<file path="src/rtl/riscv_mem_pkg.sv">
// Shared encodings for the M-stage data-memory path: control field codes,
// the access controller state type and the alignment check.
package riscv_mem_pkg;

   localparam logic [1:0] WB_MEM = 2'b01;

   localparam logic [1:0] ST_SB = 2'b00;
   localparam logic [1:0] ST_SH = 2'b01;
   localparam logic [1:0] ST_SW = 2'b10;

   localparam logic [2:0] LD_LB  = 3'b000;
   localparam logic [2:0] LD_LH  = 3'b001;
   localparam logic [2:0] LD_LW  = 3'b010;
   localparam logic [2:0] LD_LBU = 3'b011;
   localparam logic [2:0] LD_LHU = 3'b100;

   typedef enum logic [1:0] {
      S_IDLE = 2'b00,
      S_BUSY = 2'b01,
      S_DONE = 2'b10
   } state_t;

   // Unlisted store/load encodings behave as word accesses.
   function automatic logic is_misaligned(input logic       is_store,
                                          input logic [1:0] store_sel,
                                          input logic [2:0] load_sel,
                                          input logic [1:0] offset);
      logic half;
      logic word;
      if (is_store) begin
         half = (store_sel == ST_SH);
         word = (store_sel == ST_SW) || (store_sel == 2'b11);
      end else begin
         half = (load_sel == LD_LH) || (load_sel == LD_LHU);
         word = !(half || (load_sel == LD_LB) || (load_sel == LD_LBU));
      end
      return (half && offset[0]) || (word && (offset != 2'b00));
   endfunction

endpackage

</file>
<file path="src/rtl/load_extend.sv">
// Picks the addressed byte/halfword out of a bus read word and sign- or
// zero-extends it according to the load type.
module load_extend
   import riscv_mem_pkg::*;
(
   input  logic [31:0] rdata,
   input  logic [1:0]  offset,
   input  logic [2:0]  load_sel,
   output logic [31:0] result
);

   logic [7:0]  byte_val;
   logic [15:0] half_val;

   always_comb begin
      byte_val = rdata[{offset, 3'b000} +: 8];
      half_val = offset[1] ? rdata[31:16] : rdata[15:0];
      case (load_sel)
         LD_LB:   result = {{24{byte_val[7]}}, byte_val};
         LD_LH:   result = {{16{half_val[15]}}, half_val};
         LD_LBU:  result = {24'h0, byte_val};
         LD_LHU:  result = {16'h0, half_val};
         default: result = rdata;
      endcase
   end

endmodule

</file>
<file path="src/rtl/dmem_access_ctrl.sv">
// M-stage data-memory access controller: issues one bus transaction per
// aligned load/store, freezes the pipeline until it completes or times out.
module dmem_access_ctrl
   import riscv_mem_pkg::*;
#(
   parameter int unsigned TIMEOUT_CYCLES = 16,
   parameter int unsigned CNT_W          = 8
) (
   input  logic             clk,
   input  logic             rst_n,
   input  logic             write_enable_dmem_M,
   input  logic [1:0]       write_back_M,
   input  logic [31:0]      alu_rsl_M,
   input  logic [31:0]      wd_M,
   input  logic [1:0]       store_sel_M,
   input  logic [2:0]       load_sel_M,
   output logic             stall_M,
   output logic [31:0]      load_data_M,
   output logic             load_valid_M,
   output logic             misalign_M,
   output logic             bus_timeout,
   output logic [CNT_W-1:0] misalign_count,
   output logic             bus_req,
   output logic             bus_we,
   output logic [31:0]      bus_addr,
   output logic [31:0]      bus_wdata,
   output logic [3:0]       bus_be,
   input  logic [31:0]      bus_rdata,
   input  logic             bus_ready
);

   localparam int unsigned TW = (TIMEOUT_CYCLES > 1) ? $clog2(TIMEOUT_CYCLES) : 1;

   state_t         state;
   state_t         state_next;
   logic           is_store;
   logic           is_load;
   logic [1:0]     offset;
   logic           misaligned;
   logic           issue;
   logic           timeout_hit;
   logic [TW-1:0]  tcnt;
   logic [1:0]     offset_q;
   logic [2:0]     load_sel_q;
   logic [3:0]     be_d;
   logic [31:0]    wdata_d;
   logic [31:0]    ext_data;

   // A store takes priority when both store and load-writeback are flagged.
   assign is_store    = write_enable_dmem_M;
   assign is_load     = !write_enable_dmem_M && (write_back_M == WB_MEM);
   assign offset      = alu_rsl_M[1:0];
   assign misaligned  = is_misaligned(is_store, store_sel_M, load_sel_M, offset);
   assign misalign_M  = (state == S_IDLE) && (is_store || is_load) && misaligned;
   assign issue       = (state == S_IDLE) && (is_store || is_load) && !misaligned;
   assign timeout_hit = (TIMEOUT_CYCLES != 0) && (tcnt == TW'(TIMEOUT_CYCLES - 1));

   load_extend u_load_extend (
      .rdata    (bus_rdata),
      .offset   (offset_q),
      .load_sel (load_sel_q),
      .result   (ext_data)
   );

   always_comb begin
      be_d    = 4'b1111;
      wdata_d = 32'h0;
      if (is_store) begin
         case (store_sel_M)
            ST_SB: begin
               be_d    = 4'b0001 << offset;
               wdata_d = {4{wd_M[7:0]}};
            end
            ST_SH: begin
               be_d    = offset[1] ? 4'b1100 : 4'b0011;
               wdata_d = {2{wd_M[15:0]}};
            end
            default: begin
               be_d    = 4'b1111;
               wdata_d = wd_M;
            end
         endcase
      end
   end

   always_ff @(posedge clk) begin
      if (!rst_n) state <= S_IDLE;
      else        state <= state_next;
   end

   always_comb begin
      state_next = state;
      stall_M    = 1'b0;
      case (state)
         S_IDLE: begin
            if (issue) begin
               stall_M    = 1'b1;
               state_next = S_BUSY;
            end
         end
         S_BUSY: begin
            stall_M = 1'b1;
            if (bus_ready || timeout_hit) state_next = S_DONE;
         end
         S_DONE:  state_next = S_IDLE;
         default: state_next = S_IDLE;
      endcase
      if (!rst_n) stall_M = 1'b0;
   end

   // bus_we doubles as the "this transaction is a store" flag after issue.
   always_ff @(posedge clk) begin
      if (!rst_n) begin
         bus_req        <= 1'b0;
         bus_we         <= 1'b0;
         bus_addr       <= 32'h0;
         bus_wdata      <= 32'h0;
         bus_be         <= 4'h0;
         load_data_M    <= 32'h0;
         load_valid_M   <= 1'b0;
         bus_timeout    <= 1'b0;
         misalign_count <= '0;
         tcnt           <= '0;
         offset_q       <= 2'b00;
         load_sel_q     <= 3'b000;
      end else begin
         load_valid_M <= 1'b0;
         bus_timeout  <= 1'b0;
         if (misalign_M && (misalign_count != '1))
            misalign_count <= misalign_count + CNT_W'(1);
         case (state)
            S_IDLE: begin
               if (issue) begin
                  bus_req    <= 1'b1;
                  bus_we     <= is_store;
                  bus_addr   <= {alu_rsl_M[31:2], 2'b00};
                  bus_be     <= be_d;
                  bus_wdata  <= wdata_d;
                  offset_q   <= offset;
                  load_sel_q <= load_sel_M;
                  tcnt       <= '0;
               end
            end
            S_BUSY: begin
               if (bus_ready) begin
                  bus_req      <= 1'b0;
                  load_valid_M <= !bus_we;
                  load_data_M  <= bus_we ? 32'h0 : ext_data;
               end else if (timeout_hit) begin
                  bus_req      <= 1'b0;
                  load_valid_M <= !bus_we;
                  load_data_M  <= 32'h0;
                  bus_timeout  <= 1'b1;
               end else begin
                  tcnt <= tcnt + TW'(1);
               end
            end
            default: ;
         endcase
      end
   end

endmodule

</file>
<file path="config.mk">
export PLATFORM = sky130hd
export DESIGN_NAME = dmem_access_ctrl
export DESIGN_NICKNAME = d
export VERILOG_FILES = /design/src/rtl/riscv_mem_pkg.sv /design/src/rtl/load_extend.sv /design/src/rtl/dmem_access_ctrl.sv
export SDC_FILE = /design/constraint.sdc
export NUM_CORES = 1
export LEC_CHECK = 0
export ABC_CLOCK_PERIOD_IN_PS = 4500
export BUFFER_PORTS_ARGS = -buffer_cell sky130_fd_sc_hd__buf_2
export CELL_PAD_IN_SITES_DETAIL_PLACEMENT = 1
export CELL_PAD_IN_SITES_GLOBAL_PLACEMENT = 1
export CORE_MARGIN = 3
export CORE_UTILIZATION = 37
export DETAILED_ROUTE_END_ITERATION = 8
export HOLD_SLACK_MARGIN = 0.06
export PLACE_DENSITY_LB_ADDON = 0.15
export RECOVER_POWER = 100
export SKIP_CTS_REPAIR_TIMING = 1
export SYNTH_ARGS = -nofsm -noshare
export SYNTH_HDL_FRONTEND = slang
export SYNTH_SLANG_ARGS = --single-unit
export TNS_END_PERCENT = 10
</file>
<file path="constraint.sdc">
create_clock -name clk -period 4.5 [get_ports clk]
set_input_delay 0.225 -clock clk [delete_from_list [all_inputs] [get_ports clk]]
set_output_delay 0.225 -clock clk [all_outputs]
set_load 0.02 [all_outputs]
</file>
=== Word level (Yosys, flattened, before mapping) ===
Index checks and enable logic that the tools add are counted.

* Memories kept: 0
* Bits of input ports: 107
* Bits in writable memories: 0
* Word-level logic and storage cells: 98
* Flip-flop bits (word level): 121
* Latch bits: 0
* Bits in read-only memories: 0

* Reduce and logical (&&, ||, !) cells: 32
* $add $sub $neg: 2
* Bitwise gates (word level): 2
* Mux-type cells: 29
* Shift operators: 2
* $lt $le $gt $ge: 0
* Divide/modulo/power cells: 0
* Equality and inequality tests: 18
* Multiply operators: 0

{| class="wikitable"
|+ Operators with widths
! kind !! count
|-
| two-way mux 32 bit || 4
|-
| one-hot mux 32 bit (4 select lines) || 1
|-
| one-hot mux 32 bit (2 select lines) || 1
|-
| indexed part select 32 x 6 -> 8 bit || 1
|-
| two-way mux 4 bit || 5
|-
| two-way mux 16 bit || 1
|-
| one-hot mux 4 bit (2 select lines) || 2
|-
| two-way mux 1 bit || 10
|-
| adder 8 x 1 -> 8 bit, second input constant || 1
|-
| != test 2 bit, second input constant || 4
|-
| != test 8 bit, second input constant || 1
|-
| AND reduction 2 bit || 4
|-
| logical AND 1 bit || 7
|-
| logical OR 1 bit || 7
|-
| equality test 2 x 1 -> 1 bit, second input constant || 3
|-
| equality test 3 x 1 -> 1 bit, second input constant || 2
|-
| equality test 3 x 2 -> 1 bit, second input constant || 2
|-
| equality test 3 bit, second input constant || 2
|-
| zero test 3 bit || 2
|-
| nonzero test 2 bit || 3
|-
| adder 4 x 1 -> 4 bit, second input constant || 1
|-
| equality test 2 bit, second input constant || 2
|-
| equality test 4 bit, second input constant || 1
|-
| zero test 1 bit || 4
|-
| 10 further kinds || 14
|}

=== Longest topological paths before layout ===
* Depth after elaboration: 13
* Gate-level depth with buffers: 9

=== Cells and area by module ===
From an unflattened synthesis, not the netlist that was laid out.

* Cells, all modules: 678
* Area, all modules: 5,761.8 µm²

{| class="wikitable"
|+ By module, submodules not included
! module !! cells each !! area an instance (µm²) !! sequential area each (µm²) !! instances
|-
| dmem_access_ctrl || 524 || 4,712.0 || 2,422.3 || 1
|-
| load_extend || 154 || 1,049.8 || 0.0 || 1
|}

=== Least setup slack after synthesis ===
Ideal clock, no wire load.

* Path type: input-to-output
* Start: input store_sel_M[1]
* End: output stall_M
* Arrival: 1.718 ns
* Data required time: 4.275 ns
* Stages: 7
* Path slack: 2.557 ns
* Path through: buf_2 nor2_8 a221oi_4 nor3_2 buf_2 nor2_1 nor3_1

* Cells in the longest elaborated chain, start to end: 10
* Elaborated cells between the ends (all ways): 14

{| class="wikitable"
|+ Ends and longest elaborated chain
! element !! RTL line !! RTL
|-
| start: declaration || dmem_access_ctrl.sv:15 || <nowiki>input logic [1:0] store_sel_M,</nowiki>
|-
| equality test 2 bit || riscv_mem_pkg.sv:32 || <nowiki>word = (store_sel == ST_SW) || (store_sel == 2'b11);</nowiki>
|-
| logical OR 1 bit || riscv_mem_pkg.sv:32 ||
|-
| two-way mux 1 bit || riscv_mem_pkg.sv:30 || <nowiki>if (is_store) begin</nowiki>
|-
| logical AND 1 bit || riscv_mem_pkg.sv:37 || <nowiki>return (half && offset[0]) || (word && (offset != 2'b00));</nowiki>
|-
| logical OR 1 bit * || riscv_mem_pkg.sv:37 ||
|-
| zero test 1 bit * || dmem_access_ctrl.sv:55 || <nowiki>assign issue = (state == S_IDLE) && (is_store || is_load) && !misaligned;</nowiki>
|-
| logical AND 1 bit * || dmem_access_ctrl.sv:55 ||
|-
| two-way mux 1 bit * || dmem_access_ctrl.sv:96 || <nowiki>if (issue) begin</nowiki>
|-
| one-hot mux 1 bit (2 select lines) * || dmem_access_ctrl.sv:94 || <nowiki>case (state)</nowiki>
|-
| two-way mux 1 bit * || dmem_access_ctrl.sv:108 || <nowiki>if (!rst_n) stall_M = 1'b0;</nowiki>
|-
| end: declaration || dmem_access_ctrl.sv:17 || <nowiki>output logic stall_M,</nowiki>
|}

Every way passes the cells marked *; elsewhere a longest branch is shown, timed or not.

=== Worst setup path in the final report ===
* Start: input store_sel_M[1]
* End: register bus_addr[27]

* Cells in the longest elaborated chain, start to end: 8
* Elaborated cells between the ends (all ways): 12

{| class="wikitable"
|+ Ends and longest elaborated chain
! element !! RTL line !! RTL
|-
| equality test 2 bit || riscv_mem_pkg.sv:32 ||
|-
| logical OR 1 bit || riscv_mem_pkg.sv:32 ||
|-
| two-way mux 1 bit || riscv_mem_pkg.sv:30 ||
|-
| logical AND 1 bit || riscv_mem_pkg.sv:37 ||
|-
| logical OR 1 bit * || riscv_mem_pkg.sv:37 ||
|-
| zero test 1 bit * || dmem_access_ctrl.sv:55 ||
|-
| logical AND 1 bit * || dmem_access_ctrl.sv:55 ||
|-
| AND reduction 2 bit (no line) * || n/a ||
|-
| end signal: assignment || dmem_access_ctrl.sv:136 || <nowiki>bus_addr <= {alu_rsl_M[31:2], 2'b00};</nowiki>
|-
| end: declaration || dmem_access_ctrl.sv:25 || <nowiki>output logic [31:0] bus_addr,</nowiki>
|}

Marks and branches as above.
A chain may end at the register's enable or synchronous reset.

==> summary.md <==
| Metric | Value |
|---|---|
| Status | `finished with violations` |
| Failing checks | `capacitance limit, slew limit` |
| Yosys warnings | `0` |
| Worst IR drop on VDD | `between 0.2 and 0.3 mV` |
| Wirelength per Cell | `17.7 um` |
| CP max stage delay | `~1.1 ns` |
| Max Clock Skew | `between 0.008 and 0.009 ns` |
| Mapped Cells | `688` |
| Dpl cells | `approximately 1000` |
| Worst-Margin Slew | `approximately 2.3 ns` |
| Synth Area in Compound Gates | `0.228` |
| Synth Register Bits | `between 100 and 150` |
| FF-to-FF End | `load_data_M[4]$_SDFFE_PN0P_` |
| Final setup viols | `0` |
| Finished Layout Cells | `between 1000 and 1500` |
| Post-synthesis mux area share | `0.0714` |
| TNS Setup | `0 ns` |
| Detailed Routing Iterations Pass 1 | `4` |
| Hold WC Path Type | `primary input to register` |
| Synth top area share | `0.437` |
| Mapped Avg Cell Area | `around 8 um2` |
| CTS Buf Count | `17` |
| Clk_lat worst skew | `0.42 ns` |
| Area leader, netlist | `dfxtp_1` |
| CTS tree | `done` |
| Via count | `just under 6000` |
| Initial antenna violation count | `1` |
| Required @ worst endpoint | `between 4 and 5 ns` |
| Clk sinks | `about 120` |
| First-pass GRT wire length | `between 20000 and 30000 um` |
| Root buf cell | `clkbuf_16` |
| Die width | `128 um` |
| Largest family of logic cells by synthesized area | `compound AO/OA/AOI/OAI gates` |
| Vias in the first global route | `slightly below 6000` |
| Die area | `approximately 16000 um2` |
| Layout cells sized above 1 | `0.165` |
| Reg-to-reg slack, setup | `1.51 ns` |
| Final min period | `roughly 3.2 ns` |
| DRC viols | `0` |
| Fin crit share | `0.721` |
| Main flop type after synthesis | `dfxtp_1` |
| Die H | `~130 um` |
| Critical path class | `primary input to register` |
| FF-to-FF path depth | `6` |
| DR iter-0 viols | `415` |
| Mapped cell area | `5540 um2` |
| Fin nets | `roughly 1000` |
| RSZ-0062 raised after global routing | `false` |
| Largest cells by area after synthesis | `dfxtp_1, nand2_1, o21ai_0, a21oi_1, mux2i_1` |
| Worst Path Max Fanout | `approximately 110` |
| Initial Util | `0.380` |
| Simple-gate portion of the synthesized area | `0.204` |
| Drt total wl | `~19000 um` |
| Core Region | `~15000 um2` |
| Startpoint types | `primary input` |
| Via-per-instance ratio | `between 5 and 6` |
| I/O Buffers | `around 220` |
| Crit-path slowest cell | `clkbuf_1` |
| Power Density | `413 nW/um2` |
| Crit-path cells | `clkbuf_1, nor2b_1, a211oi_1, or3_4, nand2_1, a21oi_1` |
| H-tree Lvls | `4` |
| Sequential-to-total area share from yosys stat | `0.437` |
| CP startpoint | `store_sel_M[1]` |
| DP HPWL | `between 10000 and 15000 um` |
| Hold Startpoint | `alu_rsl_M[15]` |
| Max-slew violations | `~110` |
| Hold EP | `bus_addr[15]$_SDFFE_PN0P_` |
| Synth Area in XOR/XNOR | `0.00316` |
| Boundary Pins | `between 200 and 250` |
| Maximum clock rate | `~310 MHz` |
| Fillers | `between 1500 and 2000` |
| Asr flop ratio synth | `0` |
| Leak | `between 0.002 and 0.003 uW` |
| Clock slew at reported path FFs | `about 0.060 ns` |
| Core Rows | `44` |
| Cell depth of the worst hold path | `3` |
| Arrival time worst endpoint | `about 3.6 ns` |
| CTS max path bufs | `2` |
| Hold Fails Final Rpt | `0` |
| Layout area overhead | `31.1%` |
| Post-synthesis cell type count | `53` |
| Max-cap viol count | `3` |
| Worst R2R Start | `tcnt[0]$_SDFFE_PN0P_` |
| Largest net degree at the start of global routing | `~110` |
| Post-synthesis adder-cell area fraction | `0.00452` |
| Antenna-violating nets left | `0` |
| GRT Overall Usage | `0.225` |
| Slew headroom | `-0.565` |
| Overflow after GRT | `0` |
| CP Capture Type | `register` |
| RePlAce Congestion | `between 0.8 and 0.9` |
| Post-synth EDFFs | `0` |
[state kept, by name, summed over array words and instances (netlist names)]
register / cells
bus_we: 1
load_valid_M: 1
state: 2
bus_req: 1
tcnt: 4
bus_wdata: 32
bus_timeout: 1
load_sel_q: 3
offset_q: 2
load_data_M: 32
bus_addr: 30
bus_be: 4
misalign_count: 8
[how the worst max path moves through the flow]
stage	to
2_1_floorplan	stall_M
3_3_place_gp	tcnt[2]$_SDFFE_PN0P_
3_5_place_dp	bus_wdata[5]$_SDFFE_PN0P_
4_1_cts	load_data_M[4]$_SDFFE_PN0P_
5_1_grt	bus_addr[27]$_SDFFE_PN0P_
6_report	bus_addr[27]$_SDFFE_PN0P_
[layer usage]
layer / global-route usage / up-vias / share of wire
li1: - / 2854 / -
met1: 0.262 / 2831 / 0.41
met2: 0.393 / 180 / 0.50
met3: 0.0589 / 36 / 0.063
met4: 0.0911 / 0 / 0.027
met5: 0 / - / 0
[synthesized netlist by cell type (all sizes together), types with 10 or more instances]
library cell,instances
buf,22
nand3,48
mux2i,35
clkbuf,34
nor2b,10
a21oi,70
o31ai,27
o21ai,73
nor2,43
nand2,119
dfxtp,121
[metrics by stage]
step	power [uW]	cell area, um2	hold slack, ns	util	setup slack (ns)
2_1_floorplan	1480	5540	0.361	-	2.56
3_3_place_gp	1640	6660	0.430	0.456	1.87
3_5_place_dp	1660	6660	0.443	0.456	1.77
4_1_cts	3040	7260	0.0267	0.497	1.83
5_1_grt	3130	7260	0.0624	0.498	0.943
6_report	3000	7260	0.0456	0.498	1.26
[placed cells by master, fill, tap and decap left out, drive strengths merged, types with 3 or more instances in the layout]
cell type / instances
nor2b: 10
buf: 108
nand3: 48
nand2: 119
nor2: 43
dfxtp: 121
mux2i: 35
inv: 6
nor4: 3
clkinv: 7
nand2b: 9
a211oi: 4
o22ai: 9
nor3: 6
a21oi: 70
o31ai: 27
clkbuf: 135
o221ai: 7
clkinvlp: 3
o21ai: 73
o22a: 7
dlygate4sd3: 16
or3: 4
[worst max-delay path: cells and delay by family]
kind	cells	cell delay, ns
AND/OR/NAND/NOR	3	1.33
buffers and inverters	1	1.07
AO/OA/AOI/OAI	2	0.84
[power by group]
| group | total [uW] | switching (uW) | internal (uW) |
|---|---|---|---|
| combinational | 459 | 306 | 153 |
| sequential | 1170 | 43.4 | 1130 |
| clock | 1370 | 502 | 871 |
[area by class of cell]
cell class	instances	area, um2	area share
Antenna cell	1	2.50	0.000345
Clock inverter	11	120	0.0165
Timing Repair Buffer	238	1140	0.156
Sequential cell	121	2420	0.334
Clock buffer	21	480	0.0661
Multi-Input combinational cell	505	2850	0.392
Inverter	7	26.3	0.00362
Tap cell	184	230	0.0317
[logic make-up (layout without fill, tap and decap cells)]
kind of cell	count (synthesis)	count (layout)
adder cells (fa/ha/maj)	2	2
AO/OA/AOI/OAI	210	210
AND/OR/NAND/NOR	251	251
buffers and inverters	63	277
other	1	3
multiplexers	38	38
XOR/XNOR	2	2
flip-flops	121	121
No activity file was read; power rests on OpenSTA's default activity.
